==> src/rtl/v810_bus_ctlr.sv <==
// V810 external bus cycle controller: decodes each cycle into a region, drives the
// chip enables and read select, counts wait states or timeout, and returns READYn/SZRQn.
module v810_bus_ctlr #(
    parameter int TIMEOUT = 15,
    parameter int CW      = 8
) (
    input  logic        CLK,
    input  logic        RES,
    input  logic        CE,
    input  logic [31:0] A,
    input  logic        MRQn,
    input  logic        RW,
    input  logic [3:0]  BEn,
    input  logic        BCYSTn,
    input  logic        DAn,
    input  logic [3:0]  RAM_WS,
    input  logic [3:0]  ROM_WS,
    input  logic [3:0]  IO_WS,
    output logic        READYn,
    output logic        SZRQn,
    output logic        RAM_CEn,
    output logic        ROM_CEn,
    output logic        IO_CEn,
    output logic [3:0]  MEM_BEn,
    output logic [1:0]  DSEL,
    output logic        BERR,
    output logic        BUSY
);

    typedef enum logic [1:0] {ST_IDLE, ST_WAIT, ST_ACK} state_t;

    // Region codes double as the DSEL read-mux encoding (unmapped reads return zero).
    typedef enum logic [1:0] {
        RGN_NONE = 2'd0,
        RGN_RAM  = 2'd1,
        RGN_ROM  = 2'd2,
        RGN_IO   = 2'd3
    } region_t;

    state_t        state, state_d;
    region_t       region, region_d, start_region;
    logic [CW-1:0] cnt, cnt_d, start_ws;
    logic          ready_n_d, szrq_n_d, berr_d, busy_d;
    logic          ram_ce_n_d, rom_ce_n_d, io_ce_n_d;
    logic [3:0]    mem_ben_d;
    logic [1:0]    dsel_d;

    logic [19:0]   unused_addr;
    assign unused_addr = A[19:0];

    always_comb begin
        if (MRQn)                    start_region = RGN_IO;
        else if (!A[31])             start_region = RGN_RAM;
        else if (A[31:20] == 12'hFFF) start_region = RGN_ROM;
        else                         start_region = RGN_NONE;
    end

    always_comb begin
        case (start_region)
            RGN_RAM: start_ws = CW'(RAM_WS);
            RGN_ROM: start_ws = CW'(ROM_WS);
            RGN_IO:  start_ws = CW'(IO_WS);
            default: start_ws = CW'(TIMEOUT);
        endcase
    end

    always_comb begin
        // NOTE: every signal is given its hold value first so no path through this
        // block leaves one unassigned, which would otherwise infer a latch.
        state_d    = state;
        region_d   = region;
        cnt_d      = cnt;
        ready_n_d  = READYn;
        szrq_n_d   = SZRQn;
        berr_d     = BERR;
        busy_d     = BUSY;
        ram_ce_n_d = RAM_CEn;
        rom_ce_n_d = ROM_CEn;
        io_ce_n_d  = IO_CEn;
        mem_ben_d  = MEM_BEn;
        dsel_d     = DSEL;

        if (CE) begin
            case (state)
                ST_IDLE: begin
                    if (!BCYSTn) begin
                        state_d    = ST_WAIT;
                        region_d   = start_region;
                        cnt_d      = start_ws;
                        busy_d     = 1'b1;
                        mem_ben_d  = BEn;
                        ram_ce_n_d = (start_region != RGN_RAM);
                        rom_ce_n_d = (start_region != RGN_ROM);
                        io_ce_n_d  = (start_region != RGN_IO);
                        dsel_d     = RW ? start_region : RGN_NONE;
                    end
                end
                ST_WAIT: begin
                    if (cnt == '0) begin
                        state_d   = ST_ACK;
                        ready_n_d = 1'b0;
                        szrq_n_d  = !(region == RGN_ROM || region == RGN_IO);
                        berr_d    = (region == RGN_NONE);
                    end else if (!DAn) begin
                        cnt_d = cnt - CW'(1);
                    end
                end
                ST_ACK: begin
                    state_d    = ST_IDLE;
                    busy_d     = 1'b0;
                    ready_n_d  = 1'b1;
                    szrq_n_d   = 1'b1;
                    berr_d     = 1'b0;
                    ram_ce_n_d = 1'b1;
                    rom_ce_n_d = 1'b1;
                    io_ce_n_d  = 1'b1;
                    dsel_d     = RGN_NONE;
                end
                default: state_d = ST_IDLE;
            endcase
        end
    end

    // NOTE: non-blocking assignments so every register samples pre-edge values.
    always_ff @(posedge CLK or posedge RES) begin
        if (RES) begin
            state   <= ST_IDLE;
            region  <= RGN_NONE;
            cnt     <= '0;
            READYn  <= 1'b1;
            SZRQn   <= 1'b1;
            BERR    <= 1'b0;
            BUSY    <= 1'b0;
            RAM_CEn <= 1'b1;
            ROM_CEn <= 1'b1;
            IO_CEn  <= 1'b1;
            MEM_BEn <= 4'hF;
            DSEL    <= 2'd0;
        end else begin
            state   <= state_d;
            region  <= region_d;
            cnt     <= cnt_d;
            READYn  <= ready_n_d;
            SZRQn   <= szrq_n_d;
            BERR    <= berr_d;
            BUSY    <= busy_d;
            RAM_CEn <= ram_ce_n_d;
            ROM_CEn <= rom_ce_n_d;
            IO_CEn  <= io_ce_n_d;
            MEM_BEn <= mem_ben_d;
            DSEL    <= dsel_d;
        end
    end

endmodule

==> config.mk <==
export PLATFORM = sky130hd
export DESIGN_NAME = v810_bus_ctlr
export DESIGN_NICKNAME = d
export VERILOG_FILES = /design/src/rtl/v810_bus_ctlr.sv
export SDC_FILE = /design/constraint.sdc
export NUM_CORES = 1
export LEC_CHECK = 0
export CAP_MARGIN = 10
export CORE_MARGIN = 3
export CORE_UTILIZATION = 44
export DETAILED_ROUTE_END_ITERATION = 10
export PLACE_DENSITY = 0.83
export SYNTH_ARGS = -nofsm -noshare
export SYNTH_HDL_FRONTEND = slang
export SYNTH_SLANG_ARGS = --single-unit
==> constraint.sdc <==
create_clock -name CLK -period 3.1 [get_ports CLK]
set_input_delay 0.31 -clock CLK [delete_from_list [all_inputs] [get_ports CLK]]
set_output_delay 0.31 -clock CLK [all_outputs]
set_load 0.03 [all_outputs]
==> results.txt <==
The worst setup path is captured at a flop. The internal power of the cells totals 918 uW. In the synthesized netlist, the cells that appear most often are sky130_fd_sc_hd__nand2_1, sky130_fd_sc_hd__dfrtp_1, sky130_fd_sc_hd__nor2_1, sky130_fd_sc_hd__a21oi_1, sky130_fd_sc_hd__dfstp_2. The run gives 20.3% as the global-route total usage across every layer. Combinational logic is responsible for 50.6% of the overall power. The depth of the worst register-to-register path came out at 6.

The run gives 0.00195 mm2 as the area of all placed cells without fillers. The peak fanout along the critical path came out at 7. In the post-synthesis netlist, the biggest area contributors are sky130_fd_sc_hd__dfrtp_1, sky130_fd_sc_hd__dfstp_2, sky130_fd_sc_hd__nand2_1. At the worst endpoint, the required time is 3.35 ns. The flow ran to the end, and the final reports show no timing, DRC or antenna violations. The logs give 0 for the initial antenna violation count and 9.1% for the clock network power share. Once detail routing completed, the nets flagged for antenna violations numbered 0.

Counting instances, the worst hold path has a depth of 2. The post-route fraction of the period consumed by the critical path was 68.7%; the number of global-route vias before repair was 1431. After detailed routing, the number of remaining DRC violations is 0.

The clock passes through at most 2 buffers. Compared with the post-synthesis result, the final layout area differs by 35.2%. The run gives 0 as the number of buffers inserted by post-CTS setup repair.

Setup repair after global routing left no endpoint under its margin. The run gives 0.969 ns as the setup slack after layout. Timing-limited maximum frequency: 469 MHz. The run gives 0 as the number of hold violations in the final report. The net switching power is 678 uW, and the number of max-slew violations in the final report is 0.

The tools report the post-placement setup slack as 0.829 ns. The logs give 55 for the initial DRC count and 2.38 ns for the critical path data arrival time. CTS saw 25 sinks. The die outline area was 0.00401 mm2; the total power per unit cell area was 817 mW/mm2. For this run, the share of the core covered by cells in the final layout is 62.9%. Once the floorplan was initialized, standard cells occupied 46.6% of the core. For this run, the post-layout net count is 263.

For the synthesized netlist cell count, the log shows 161. Path type of the worst setup path: flop to flop. In the synthesized netlist the dominant register cell turns out to be sky130_fd_sc_hd__dfrtp_1.

The tools report the number of warnings reported in the yosys synthesis log as 0. Net switching is 42.5% of the power. The most common cell in the synthesized netlist is sky130_fd_sc_hd__nand2_1. The static leakage was 0.000815 uW; the clock-pin slew on the worst setup and hold paths was 0.13 ns.

In this run the clock root is driven by a sky130_fd_sc_hd__clkbuf_4. The overall overflow remaining after global route was 0. In this run the worst hold path is classified as flop to flop. The number of max-cap violations was 0; the async set-or-reset flop fraction in the synthesized netlist was 100%. The die is 63.3 um tall. Summed over all instances, the cell type with the most area after synthesis is sky130_fd_sc_hd__dfrtp_1.

For the finished layout, the period the worst path requires is 2.13 ns. Across the VDD grid, the largest voltage drop is 0.634 mV. Adding up every negative setup slack in the final design gives 0 ns. The run gives 0 as the number of hold buffers added after CTS.

The proportion of synthesized chip area in sequential cells is 44.1%, and the total CTS buffers is 3. The total of endpoints with negative setup slack in the final report was 0. The synthesis-stage register bit count is 25, and the H-tree depth is 1. The detailed placement HPWL is 2940 um, and the layout cell share with drive strength beyond 1 is 11.7%. Portion of total power attributed to sequential cells: 40.4%. The kind of start point of the critical path is a flop. The repair_antennas step left the layout with diodes totalling 0.

Fill cell instance count of the final layout: 278. The initialized floorplan defines 20 standard-cell rows. The average wire per standard cell is 15.4 um, and the placeable core region is 0.00310 mm2.

The pre-antenna-repair detailed-routing pass consisted of 4 iterations. Post-CTS repair changed the size of 0 cells. The number of I/O pins was 68; the insertion delay to the later sink of the worst-skew pair was 0.31 ns. The number of enable-type register cells in the synthesized netlist came out at 0. TritonCTS built the clock tree.

The area of placed instances is 0.00193 mm2, and the portion of synthesized cell area occupied by the leading cell type is 27.7%. After detailed routing, the number of vias per cell comes to 5.66. The transition time at the pin with the least slew margin was 0.912 ns; the setup clock skew after layout was 0.00561 ns.

The cell area that synthesis handed to floorplanning was 0.00145 mm2. The via total after detailed routing was 1410. During placement, the flow inserted port buffers numbering 47. The number of nets in the synthesized netlist is 218. The congestion estimate from routability-driven global placement came to 0.820. The width of the die was 63.3 um; the global-route wire length before repair was 6500 um. The largest net degree at the start of global routing was 26; the relative slew slack was 39.1%. The post-detailed-routing wire length was 3830 um; the synthesized area per cell was 8.98 um2.

The count of cell types in the netlist came out at 45.
## critical path: stages (launching register included)
cell and delay [ns]:
sky130_fd_sc_hd__dfrtp_1 0.46, sky130_fd_sc_hd__inv_1 0.13, sky130_fd_sc_hd__ha_1 0.16, sky130_fd_sc_hd__or4b_4 0.49, sky130_fd_sc_hd__or3_1 0.48, sky130_fd_sc_hd__nand3_1 0.16, sky130_fd_sc_hd__mux2i_1 0.19
## through the flow
stage	power [uW]	hold WS [ns]	cells
detailed placement	1450	0.453	245
global route	1710	0.464	249
finish	1600	0.470	249
floorplan	1160	0.331	161
global placement	1410	0.447	245
CTS	1600	0.464	249
## layout make-up
class | instances | area (um2) | area share [%]
multi-input combinational | 122 | 734 | 37.6
timing repair buffer | 48 | 478 | 24.5
clock buffer | 4 | 26.3 | 1.35
tap | 44 | 55.1 | 2.82
inverter | 6 | 22.5 | 1.15
sequential | 25 | 637 | 32.6
## power by group through the flow
stage                     Clock (uW)  Combinational, uW  Sequential, uW
final                            145                807             644
after global routing             163                880             669
after global placement             0                776             637
after detailed placement           0                801             648
after CTS                        150                808             643
after floorplan                    0                404             752
## flip-flops by register name (all words and copies together), names as in the netlist
register	flops
BERR	1
BUSY	1
DSEL	2
IO_CEn	1
MEM_BEn	4
RAM_CEn	1
READYn	1
ROM_CEn	1
SZRQn	1
cnt	8
region	2
state	2
## layer usage
layer  track usage (%)  vias to the layer above  routed length, um
met5                 0                        -                  0
li1                  -                      669                  -
met4              8.63                        0                 40
met1              25.3                      699               1630
met2              35.0                       36               2050
met3              2.67                        6                116
## final timing paths
check                                             from                     end  slack [ns]
worst max-delay path                cnt[0]$_DFFE_PP0P_      cnt[4]$_DFFE_PP0P_        0.97
worst min-delay path            MEM_BEn[1]$_DFFE_PP1P_  MEM_BEn[1]$_DFFE_PP1P_        0.47
worst max register to register      cnt[0]$_DFFE_PP0P_      cnt[4]$_DFFE_PP0P_        0.97
worst min register to register  MEM_BEn[1]$_DFFE_PP1P_  MEM_BEn[1]$_DFFE_PP1P_        0.47
max in group asynchronous                          RES   region[0]$_DFFE_PP0P_        2.06
min in group asynchronous                          RES        BERR$_DFFE_PP0P_        0.48
## cell usage in the layout, fill, tap and decap left out, types with 2 or more instances in the layout
| cell type | netlist | routed |
|---|---|---|
| sky130_fd_sc_hd__a31oi_1 | 3 | 3 |
| sky130_fd_sc_hd__dfstp_2 | 9 | 9 |
| sky130_fd_sc_hd__nand3_1 | 6 | 6 |
| sky130_fd_sc_hd__dfrtp_1 | 16 | 16 |
| sky130_fd_sc_hd__or3_2 | 2 | 2 |
| sky130_fd_sc_hd__clkbuf_4 | 0 | 3 |
| sky130_fd_sc_hd__o21ai_0 | 5 | 5 |
| sky130_fd_sc_hd__nand4_1 | 4 | 4 |
| sky130_fd_sc_hd__nor4_1 | 3 | 3 |
| sky130_fd_sc_hd__nor3_1 | 6 | 6 |
| sky130_fd_sc_hd__clkdlybuf4s50_1 | 0 | 47 |
| sky130_fd_sc_hd__a32oi_1 | 2 | 2 |
| sky130_fd_sc_hd__nor2_1 | 11 | 11 |
| sky130_fd_sc_hd__mux2i_1 | 5 | 5 |
| sky130_fd_sc_hd__or2_2 | 4 | 4 |
| sky130_fd_sc_hd__o31ai_1 | 3 | 3 |
| sky130_fd_sc_hd__inv_1 | 6 | 6 |
| sky130_fd_sc_hd__o211ai_1 | 2 | 2 |
| sky130_fd_sc_hd__ha_1 | 2 | 2 |
| sky130_fd_sc_hd__nand2b_1 | 2 | 2 |
| sky130_fd_sc_hd__or3_1 | 3 | 3 |
| sky130_fd_sc_hd__nand2_1 | 28 | 28 |
| sky130_fd_sc_hd__a21oi_1 | 9 | 9 |
| sky130_fd_sc_hd__o2bb2ai_1 | 2 | 2 |
| sky130_fd_sc_hd__nor2b_1 | 2 | 2 |
## logic make-up after synthesis
logic type,after synthesis,share of synthesized area [%]
AO/OA/AOI/OAI,35,16.4
adder cells (fa/ha/maj),2,1.73
buffers and inverters,14,5.11
flip-flops,25,44.1
multiplexers,6,4.24
AND/OR/NAND/NOR,79,28.5
No activity file was read; power rests on OpenSTA's default activity.
